===== config.mk =====
export PLATFORM = sky130hd
export DESIGN_NAME = switch_debouncer
export DESIGN_NICKNAME = d
export VERILOG_FILES = /design/src/rtl/switch_debouncer.sv
export SDC_FILE = /design/constraint.sdc
export NUM_CORES = 1
export LEC_CHECK = 0
export BUFFER_PORTS_ARGS = -buffer_cell sky130_fd_sc_hd__buf_2
export CORE_MARGIN = 5
export CORE_UTILIZATION = 45
export CTS_CLUSTER_SIZE = 12
export DETAILED_ROUTE_END_ITERATION = 7
export SLEW_MARGIN = 20
export SYNTH_ARGS = -nofsm -noshare
export SYNTH_HDL_FRONTEND = slang
export SYNTH_SLANG_ARGS = --single-unit
export TNS_END_PERCENT = 50

===== constraint.sdc =====
create_clock -name clk -period 8.3 [get_ports clk]
set_input_delay 0.415 -clock clk [delete_from_list [all_inputs] [get_ports clk]]
set_output_delay 0.415 -clock clk [all_outputs]
set_load 0.1 [all_outputs]

===== src/rtl/switch_debouncer.sv =====
// switch_debouncer: synchronises, debounces and edge-detects WIDTH raw switch
// inputs. Each bit has its own synchroniser chain, mismatch counter and stable
// register; rise/fall are one-cycle registered pulses aligned with the first
// cycle the new stable level is visible.
// Optional feature macro: SWITCH_STICKY_EN adds sticky_clr / sticky, a per-bit
// change flag that latches on any rise or fall until cleared.
module switch_debouncer #(
    parameter int WIDTH           = 8,
    parameter int SYNC_STAGES     = 2,
    parameter int DEBOUNCE_CYCLES = 1000000
) (
    input  logic             clk,
    input  logic             rstb,
    input  logic [WIDTH-1:0] switch,
`ifdef SWITCH_STICKY_EN
    input  logic             sticky_clr,
    output logic [WIDTH-1:0] sticky,
`endif
    output logic [WIDTH-1:0] stable,
    output logic [WIDTH-1:0] rise,
    output logic [WIDTH-1:0] fall,
    output logic             changed
);

    localparam int CNT_W = $clog2(DEBOUNCE_CYCLES + 1);
    localparam logic [CNT_W-1:0] CNT_LAST = CNT_W'(DEBOUNCE_CYCLES - 1);

    logic [SYNC_STAGES-1:0][WIDTH-1:0] sync_q, sync_d;
    logic [WIDTH-1:0][CNT_W-1:0]       cnt_q, cnt_d;
    logic [WIDTH-1:0]                  stable_q, stable_d;
    logic [WIDTH-1:0]                  rise_q, rise_d;
    logic [WIDTH-1:0]                  fall_q, fall_d;
    logic                              changed_q, changed_d;
    logic [WIDTH-1:0]                  sync_out;

    assign sync_out = sync_q[SYNC_STAGES-1];

    // Shift the raw switch bits through the synchroniser chain.
    always_comb begin
        sync_d[0] = switch;
        for (int s = 1; s < SYNC_STAGES; s++) begin
            sync_d[s] = sync_q[s-1];
        end
    end

    // Per-bit debounce: count consecutive disagreeing cycles, flip on the Nth.
    always_comb begin
        // NOTE: every always_comb output gets a default first so no path leaves it unassigned and infers a latch.
        cnt_d    = cnt_q;
        stable_d = stable_q;
        for (int i = 0; i < WIDTH; i++) begin
            if (sync_out[i] == stable_q[i]) begin
                cnt_d[i] = '0;
            end else if (cnt_q[i] == CNT_LAST) begin
                stable_d[i] = ~stable_q[i];
                cnt_d[i]    = '0;
            end else begin
                cnt_d[i] = cnt_q[i] + CNT_W'(1);
            end
        end
        rise_d    = stable_d & ~stable_q;
        fall_d    = ~stable_d & stable_q;
        changed_d = |(rise_d | fall_d);
    end

    // State registers; everything clears asynchronously while rstb is low.
    always_ff @(posedge clk or negedge rstb) begin
        // NOTE: sequential state uses non-blocking assignments so all flops update from pre-edge values.
        if (!rstb) begin
            sync_q    <= '0;
            cnt_q     <= '0;
            stable_q  <= '0;
            rise_q    <= '0;
            fall_q    <= '0;
            changed_q <= 1'b0;
        end else begin
            sync_q    <= sync_d;
            cnt_q     <= cnt_d;
            stable_q  <= stable_d;
            rise_q    <= rise_d;
            fall_q    <= fall_d;
            changed_q <= changed_d;
        end
    end

    assign stable  = stable_q;
    assign rise    = rise_q;
    assign fall    = fall_q;
    assign changed = changed_q;

`ifdef SWITCH_STICKY_EN
    logic [WIDTH-1:0] sticky_q, sticky_d;

    // Latch any visible edge pulse; a clear loses to a set on the same bit.
    always_comb begin
        sticky_d = (sticky_clr ? '0 : sticky_q) | rise_q | fall_q;
    end

    // Sticky flag register.
    always_ff @(posedge clk or negedge rstb) begin
        if (!rstb) begin
            sticky_q <= '0;
        end else begin
            sticky_q <= sticky_d;
        end
    end

    assign sticky = sticky_q;
`endif

endmodule


==> out/results.tsv, run 1 <==
stage	metric	value	unit
outcome	result of the run	complete, no violations	
synth	Mapped Cells	943	
layout	Layout Area Growth over Synthesis	14.8	%
setup_path	worst-path fanout max	3	
drt	DRT Pass-1 Iters	4	
drt	vias	6773	
setup_path	CP endpoint kind	flop	
setup_path	slowest CP cell	or4b_2	
timing	Slew Limit Fails	0	
setup_path	Worst setup SP type	flop	
timing	crit path time final	2.93	ns
drt	Vias/cell	5.27	
layout	non-filler cells, final	1286	
timing	worst slew pin tran	0.932	ns
synth	async set-or-reset flop fraction in the synthesized netlist	100	%
place	Post-DP Area	10100	um2
synth	Yosys top cell area share	52.6	%
timing	setup TNS	0	ns
floorplan	# rows	53	
drt	Wirelength per Cell	13.9	um
timing	Final WS setup	5.37	ns
setup_path	family with the most delay on the worst path	simple AND/OR/NAND/NOR gates	
cts	H-tree Lvls	1	
place	Cells after DPL	1233	
cts	total CTS buffers	24	
synth	post-synthesis mux area share	1.88	%
timing	worst hold slack	0.349	ns
timing	Final period util	35.3	%
drt	Initial DRC Count	288	
cts	Max Buffers Root-to-Sink	3	
synth	Post-Synth XOR/XNOR Area	9.89	%
power_and_ir_drop	Final Power	2.13	mW
synth	top-count cell post-synth	dfrtp_1	
setup_path	CP max stage delay	0.67	ns
drt	Routed Antenna Nets	0	
timing	f_max	342	MHz
floorplan	Die Ht	156	um
timing	setup violators final	0	
drt	Routed WL	17900	um
synth	ranking of synthesized cells by area	dfrtp_1 (53%), xnor2_1 (5.5%), nor2_1 (4.9%)	
layout	post-route cell area	11000	um2
timing	Slew Limit Headroom	37.2	%
synth	Seq/Total Area, Yosys	52.6	%
synth	Cell Area, Synth	9560	um2
setup_path	WS Path Type	flop to flop	
global_routing	global-route wire length before repair	31800	um
synth	area share of fa/ha/maj cells after synthesis	3.14	%
global_routing	Total GRT Usage	15.3	%
cts	TritonCTS clock tree	yes	
setup_path	critical path data required time	8.68	ns
power_and_ir_drop	P_leak	4.55	nW
synth	number of synthesized flops with an enable pin	0	
timing	RSZ-0062 raised after global routing	false	
setup_path	CP Buf/Inv Count	0	
power_and_ir_drop	PwrDens	194	nW/um2
synth	synth cell count leaders	dfrtp_1 (201), nor2_1 (124), xnor2_1 (60), nand3_1 (59), nand2_1 (49)	
floorplan	Die Width	156	um
synth	Synth Warn #	0	
synth	simple-gate share of the synthesized area	23.9	%
power_and_ir_drop	maximum vdd ir drop	0.143	mV
flow_run	max_cap viols	0	
layout	Layout fillers	1882	
layout	nets@finish	1027	
floorplan	starting density of the core	45.6	%
global_routing	initial antenna violation count	0	
cts	CTS root buf	clkbuf_16	
layout	antenna cells	0	
global_routing	largest net degree at the start of global routing	90	
floorplan	core region area	21000	um2
cts	Setup Fix Bufs, Post-CTS	0	
synth	Synth Net Count	977	
layout	layout cell share with drive strength beyond 1	11.3	%
synth	area leader, netlist	dfrtp_1	
place	Placer Congestion	0.810	
timing	final hold viol count	0	
global_routing	vias in the first global route	6691	
floorplan	die area	24300	um2
floorplan	I/O pins	35	
synth	Compound-Gate Fraction of Synth Area	5.86	%
synth	mean cell area of the mapped netlist	10.1	um2
cts	Clock Sinks	201	
synth	main combinational cell family by area after synthesis	simple AND/OR/NAND/NOR gates	
timing	Final Skew	0.0101	ns
worst_hold_path	worst hold path type	flop to flop	
drt	DRC	0	
synth	Most used DFF post-synth	dfrtp_1	
setup_path	critical path, cell by cell	or4b_2 -> or4_4 -> nor2_1 -> mux2_2 -> ha_1 -> nand4_1 -> or2_2	
synth	post-synth cell types	42	
place	DP Wirelength	12000	um
layout	post-layout util	52.4	%
place	input/output buffers	34	
synth	Seq cells post-synth	201	
cts	clk_lat worst skew	0.51	ns
cts	Reg clk slew, reported paths	0.06	ns
setup_path	Worst EP arrival	3.31	ns
global_routing	grt ovf	0	
place	pre-CTS WS	5.37	ns
registers in the layout, indices dropped and copies added, names as in the netlist:
register,flops
sync_out,8
stable,8
sync_d,8
changed,1
rise,8
fall,8
cnt_q,160
worst paths after layout:
| path | from | to | slack [ns] | depth (start not counted) |
|---|---|---|---|---|
| worst max-delay path | cnt_q[115]$_DFF_PN0_ | changed$_DFF_PN0_ | 5.37 | 7 |
| worst min-delay path | sync_d[14]$_DFF_PN0_ | sync_out[6]$_DFF_PN0_ | 0.35 | 0 |
| worst max register to register | cnt_q[115]$_DFF_PN0_ | changed$_DFF_PN0_ | 5.37 | 7 |
| worst min register to register | sync_d[14]$_DFF_PN0_ | sync_out[6]$_DFF_PN0_ | 0.35 | 0 |
| max in group asynchronous | rstb | sync_d[13]$_DFF_PN0_ | 6.56 | 3 |
| min in group asynchronous | rstb | cnt_q[125]$_DFF_PN0_ | 0.52 | 2 |
worst reg2reg max path, stage by stage, from the launching register on:
cell     delay [ns]
dfrtp_1        0.40
or4b_2         0.67
or4_4          0.45
nor2_1         0.24
mux2_2         0.38
ha_1           0.30
nand4_1        0.07
or2_2          0.29
cell type report:
type / count / area [um2] / area share, %
inverter: 39 / 146 / 1.33
tap: 275 / 344 / 3.13
clock inverter: 9 / 101 / 0.923
clock buffer: 35 / 723 / 6.59
timing repair buffer: 51 / 329 / 3.00
sequential: 201 / 5030 / 45.8
multi-input combinational: 676 / 4300 / 39.2
layer usage:
metal  up-vias  global-route usage, %  wire [um]
met4         0                   3.92        415
met5         -                      0          0
met2        69                   24.6       8080
met1      3237                   21.6       8840
met3        29                   2.61        587
li1       3438                      -          -
where the power goes:
part           internal, mW  total (mW)  leakage [nW]  switching [mW]
logic                0.0187      0.0604          1.38          0.0417
clock network         0.666        1.07         0.414           0.400
registers             0.994        1.01          2.75          0.0136
total                  1.68        2.13          4.55           0.456
repair_timing:
item                                   in CTS  in global routing
hold buffers                                9                  0
endpoints found under the hold margin      52                  0
setup endpoints to repair                   0                  0
gates resized for setup                     0                  0
placed cells by master (no fill, tap or decap), types with 3 or more instances in the layout:
master and n:
or2_2 7, clkbuf_16 25, ha_1 24, nor4_1 24, nand2_1 49, nor3_1 30
nor2b_1 3, xnor2_1 60, and4_1 11, mux2i_1 9, nor4b_1 3, o31ai_1 15
clkbuf_8 7, or4b_2 4, and2_1 8, clkbuf_1 4, dfrtp_1 201, a21o_1 3
dlygate4sd3_1 9, buf_2 33, buf_4 8, nand3_1 59, mux2_2 8, xor2_1 48
and3_1 12, nand4_1 39, inv_1 39, or3_1 20, o31ai_2 4, nor2_1 124
or3_2 3, clkinv_2 6, o21ai_0 23, or4_1 26, a21oi_1 43
cells by family after synthesis:
family,after synthesis
muxes,17
and+or+nand+nor,432
adders and majority gates,24
buffers and inverters,66
AOI/OAI and AO/OA,95
xor gates and xnor gates,108
DFF,201
Note: power is estimated with default switching activity, not from simulation.
==> run 2, diff against run 1 <==
Clock period 8.3 ns to 2.95 ns, I/O delays scaled along.
==> run 2 against run 1 <==
- maximum frequency grew 4.1%
- sequential power grew to 2.8 times the previous value
- first-iteration DRC count grew 14%
- clock skew grew 0.0071 ns
- core utilization grew 0.50 points
- register-to-register slack lost 5.2 ns
- final cell count grew 0.86%
- clock-buffer cell count is the same
==> out/results.tsv, run 2 (same netlist as run 1, synthesis figures left out) <==
stage	metric	value	unit
outcome	result of the run	complete, no violations	
timing	worst hold slack	0.246	ns
drt	Routed Antenna Nets	0	
layout	max reg flops	160	
layout	nets@finish	1040	
floorplan	die area	24300	um2
timing	setup violators final	0	
global_routing	global-route wire length before repair	31900	um
setup_path	R2R depth	7	
layout	layout cell share with drive strength beyond 1	12.5	%
flow_run	max_cap viols	0	
timing	worst slew pin tran	0.651	ns
global_routing	grt ovf	0	
floorplan	core region area	21000	um2
timing	setup TNS	0	ns
timing	Slew Limit Headroom	56.6	%
layout	Layout fillers	1893	
setup_path	Worst EP arrival	3.20	ns
cts	Clock Sinks	201	
drt	vias	6847	
cts	Max Buffers Root-to-Sink	3	
timing	Final period util	95.3	%
cts	TritonCTS clock tree	yes	
setup_path	R2R Path Start	cnt_q[115]$_DFF_PN0_	
drt	DRT Pass-1 Iters	5	
timing	f_max	356	MHz
floorplan	# rows	53	
cts	Reg clk slew, reported paths	0.06	ns
place	Placer Congestion	0.804	
timing	Final Skew	0.0172	ns
power_and_ir_drop	maximum vdd ir drop	0.642	mV
setup_path	Worst setup SP type	flop	
setup_path	WS Path Type	flop to flop	
cts	CTS root buf	clkbuf_16	
global_routing	vias in the first global route	6674	
cts	H-tree Lvls	1	
layout	commonest non-fill, non-tap cell in the layout	dfrtp_1	
global_routing	Total GRT Usage	15.4	%
cts	total CTS buffers	23	
place	input/output buffers	34	
setup_path	Worst R2R Setup Slack	0.14	ns
layout	Layout Area Growth over Synthesis	15.9	%
drt	Initial DRC Count	328	
setup_path	Worst setup endpoint	changed$_DFF_PN0_	
power_and_ir_drop	P_leak	4.61	nW
drt	Vias/cell	5.28	
timing	Final WS setup	0.138	ns
setup_path	critical path data required time	3.34	ns
power_and_ir_drop	PwrDens	536	nW/um2
worst_hold_path	worst hold path type	input port to async pin	
floorplan	starting density of the core	45.6	%
layout	commonest cells after routing, fill and taps aside	dfrtp_1 (201), nor2_1 (124), xnor2_1 (60)	
floorplan	I/O pins	35	
drt	Wirelength per Cell	14.0	um
timing	crit path time final	2.81	ns
setup_path	CP endpoint kind	flop	
drt	DRC	0	
place	Cells after DPL	1247	
layout	antenna cells	0	
timing	Slew Limit Fails	0	
cts	clk_lat worst skew	0.50	ns
floorplan	Die Ht	156	um
place	pre-CTS WS	0.122	ns
layout	largest register by flop count	cnt_q	
layout	non-filler cells, final	1297	
global_routing	initial antenna violation count	0	
setup_path	Setup crit start	cnt_q[115]$_DFF_PN0_	
drt	Routed WL	18200	um
cts	Setup Fix Bufs, Post-CTS	0	
place	DP Wirelength	12600	um
setup_path	Worst R2R End	changed$_DFF_PN0_	
timing	RSZ-0062 raised after global routing	false	
floorplan	Die Width	156	um
power_and_ir_drop	Final Power	5.94	mW
timing	final hold viol count	0	
global_routing	largest net degree at the start of global routing	81	
setup_path	worst-path fanout max	3	
## run 2: cell count changes in the layout (fill, tap and decap cells not counted), sizes merged
| cell | previous run | this run |
|---|---|---|
| clkinv | 6 | 3 |
| buf | 41 | 55 |
## run 2: critical path, cell delays in order (launching register included)
cell,delay [ns]
dfrtp_1,0.40
or4b_2,0.67
or4_4,0.46
nor2_1,0.15
mux2_2,0.36
ha_1,0.30
nand4_1,0.07
or2_2,0.29
## run 2: power breakdown
group | internal [mW] | switching, mW | leakage (nW)
clock | 1.85 | 1.07 | 0.402
sequential | 2.80 | 0.0380 | 2.75
combinational | 0.0600 | 0.120 | 1.46
total | 4.71 | 1.23 | 4.61
## run 2: worst min path at each step
stage / start / end / depth (start not counted)
4_1_cts: switch[0] / sync_d[8]$_DFF_PN0_ / 2
3_5_place_dp: rstb / cnt_q[138]$_DFF_PN0_ / 1
5_1_grt: switch[0] / sync_d[8]$_DFF_PN0_ / 2
2_1_floorplan: rstb / changed$_DFF_PN0_ / 0
6_report: rstb / cnt_q[138]$_DFF_PN0_ / 2
3_3_place_gp: rstb / cnt_q[138]$_DFF_PN0_ / 1
## run 2: through the flow
| step | util [%] | area [um2] |
|---|---|---|
| 6_report | 52.9 | 11100 |
| 5_1_grt | 52.9 | 11100 |
| 4_1_cts | 52.9 | 11100 |
| 3_5_place_dp | 48.6 | 10200 |
| 3_3_place_gp | 48.6 | 10200 |
| 2_1_floorplan | - | 9560 |
## run 2: layout make-up
cell class	count	area [um2]	area share, %
Timing Repair Buffer	65	447	4.03
Inverter	39	146	1.32
Clock inverter	6	83.8	0.756
Sequential cell	201	5030	45.4
Tap cell	275	344	3.10
Clock buffer	35	721	6.50
Multi-Input combinational cell	676	4310	38.9
## run 2: what timing repair did
action | in CTS | in global routing
gates resized for setup | 0 | 1
endpoints found under the setup margin | 0 | 1
endpoints found under the hold margin | 84 | 0
hold buffers | 9 | 0
## run 2: per-layer routing
metal	global-route usage, %	part of all wire [%]	up-vias
li1	-	-	3451
met1	21.7	49	3293
met2	25.2	46	81
met3	2.44	3.2	22
met4	3.67	2.0	0
met5	0	0	-
==> run 3, diff against run 2 <==
Settings changed: CORE_UTILIZATION 45 to 62, GPL_TIMING_DRIVEN set to 0, PLACE_DENSITY set to 0.8.
==> run 3 against run 2 <==
- routed wire length decreased by 2.0%
- largest cell class unchanged
- clock power decreased by 9.2%
- worst hold slack improved by 0.035 ns
- cell area decreased by 2.0%
- maximum frequency decreased by 2.7%
- non-clock buffer count increased by 8
- critical path depth unchanged
- core utilization increased by 19 points
- register-to-register slack got worse by 0.08 ns
- via count increased by 2.2%
- global-route usage increased by 4.7 points
==> out/results.tsv, run 3 (same netlist as run 1, synthesis figures left out) <==
stage	metric	value	unit
global_routing	grt ovf	0	
drt	Vias/cell	5.77	
drt	DRT Pass-1 Iters	5	
drt	Wirelength per Cell	14.7	um
cts	TritonCTS clock tree	yes	
drt	metal3 WL	709	um
place	Placer Congestion	0.826	
drt	met2 wire length	8520	um
power_and_ir_drop	P_leak	4.51	nW
cts	Reg clk slew, reported paths	0.06	ns
setup_path	slowest CP cell	or4b_2	
layout	commonest non-fill, non-tap cell in the layout	dfrtp_1	
place	input/output buffers	34	
setup_path	critical path data required time	3.32	ns
floorplan	# rows	45	
floorplan	I/O pins	35	
cts	Clock Sinks	201	
global_routing	Total GRT Usage	20.1	%
timing	Final Skew	0.00650	ns
setup_path	critical path, cell by cell	or4b_2 -> or4_4 -> nor2_4 -> mux2_4 -> ha_4 -> nand4_1 -> or2_2	
flow_run	max_cap viols	0	
place	pre-CTS WS	-0.131	ns
setup_path	Worst EP arrival	3.26	ns
layout	max reg flops	160	
power_and_ir_drop	maximum vdd ir drop	0.475	mV
setup_path	CP endpoint kind	flop	
setup_path	WS Path Type	flop to flop	
drt	DRC	0	
global_routing	global-route wire length before repair	30600	um
timing	Final WS setup	0.0599	ns
timing	crit path time final	2.89	ns
timing	Slew Limit Fails	0	
layout	post-layout util	71.7	%
timing	Final period util	98.0	%
power_and_ir_drop	PwrDens	521	nW/um2
layout	nets@finish	1047	
global_routing	vias in the first global route	6617	
drt	Routed Antenna Nets	0	
layout	Layout Area Growth over Synthesis	13.6	%
timing	final hold viol count	0	
drt	wire length on met1	8260	um
layout	largest register by flop count	cnt_q	
setup_path	worst-path fanout max	3	
floorplan	starting density of the core	63.1	%
drt	Routed WL	17800	um
timing	worst slew pin tran	0.758	ns
worst_hold_path	worst hold path type	input port to async pin	
cts	total CTS buffers	22	
floorplan	core region area	15100	um2
layout	antenna cells	0	
outcome	result of the run	complete, no violations	
cts	Max Buffers Root-to-Sink	3	
cts	CTS root buf	clkbuf_16	
drt	Initial DRC Count	398	
setup_path	CP max stage delay	0.67	ns
drt	highest metal used	met4	
timing	RSZ-0062 raised after global routing	false	
setup_path	Worst setup SP type	flop	
global_routing	initial antenna violation count	0	
setup_path	R2R depth	7	
drt	vias	7000	
cts	H-tree Lvls	1	
floorplan	Die Ht	134	um
floorplan	Die Width	134	um
place	DP Wirelength	11800	um
timing	setup violators final	0	
layout	layout cell share with drive strength beyond 1	9.85	%
cts	clk_lat worst skew	0.50	ns
timing	f_max	346	MHz
global_routing	largest net degree at the start of global routing	102	
layout	commonest cells after routing, fill and taps aside	dfrtp_1 (201), nor2_1 (123), xnor2_1 (60)	
timing	Slew Limit Headroom	49.1	%
floorplan	die area	18000	um2
[run 3: cell types whose count changed in the layout (fill, tap and decap cells not counted), moves of 2 or more]
cell,delta
clkbuf_8,-6
buf_16,+2
buf_4,-18
o31ai_1,+4
clkbuf_1,+26
o31ai_2,-4
[run 3: metrics by stage]
| stage | hold slack [ns] | TNS [ns] | cell area (um2) | total power, mW | cells |
|---|---|---|---|---|---|
| 3_3_place_gp | 0.256 | -301.31 | 9970 | 3.04 | 1165 |
| 2_1_floorplan | -0.148 | 0 | 9560 | 2.96 | 943 |
| 6_report | 0.281 | 0 | 10900 | 5.66 | 1213 |
| 5_1_grt | 0.286 | 0 | 10900 | 5.87 | 1213 |
| 4_1_cts | 0.269 | 0 | 10900 | 5.73 | 1213 |
| 3_5_place_dp | 0.211 | -0.131 | 10000 | 3.06 | 1167 |
[run 3: what timing repair did]
item | CTS | global route
cloned | 0 | 0
gates resized for setup | 3 | 1
buffers inserted | 1 | 0
setup endpoints to repair | 1 | 1
pin swaps | 1 | 0
endpoints found under the hold margin | 108 | 0
hold buffers | 9 | 0
[run 3: final timing paths]
| kind | from | to | slack (ns) |
|---|---|---|---|
| worst max-delay path | cnt_q[115]$_DFF_PN0_ | changed$_DFF_PN0_ | 0.06 |
| worst min-delay path | rstb | cnt_q[150]$_DFF_PN0_ | 0.28 |
| worst max register to register | cnt_q[115]$_DFF_PN0_ | changed$_DFF_PN0_ | 0.06 |
| worst min register to register | sync_d[9]$_DFF_PN0_ | sync_out[1]$_DFF_PN0_ | 0.35 |
| max in group asynchronous | rstb | cnt_q[64]$_DFF_PN0_ | 1.84 |
| min in group clk | switch[5] | sync_d[13]$_DFF_PN0_ | 0.29 |
[run 3: power breakdown]
group	switching, mW	internal (mW)	leakage (nW)
Sequential	0.0382	2.80	2.75
Combinational	0.120	0.0571	1.41
Clock	1.02	1.62	0.350
[run 3: final cells by class]
cell class	count	area [um2]
sequential	201	5030
multi-input combinational	676	4300
clock inverter	4	45.0
clock buffer	32	659
buffer	27	110
tap	188	235
fill	1106	4290
inverter	39	146
timing repair buffer	46	333
[run 3: metal layers]
metal,global-route usage [%],vias up
met5,0,-
met4,4.75,0
met3,3.49,25
li1,-,3478
met1,27.7,3365
met2,33.7,132
[run 3: worst max-delay path: cells and delay by family (launching register included)]
| kind | cells | cell delay [ns] |
|---|---|---|
| AND/OR/NAND/NOR | 5 | 1.76 |
| multiplexers | 1 | 0.33 |
| adder cells (fa/ha/maj) | 1 | 0.28 |
| flip-flops | 1 | 0.41 |
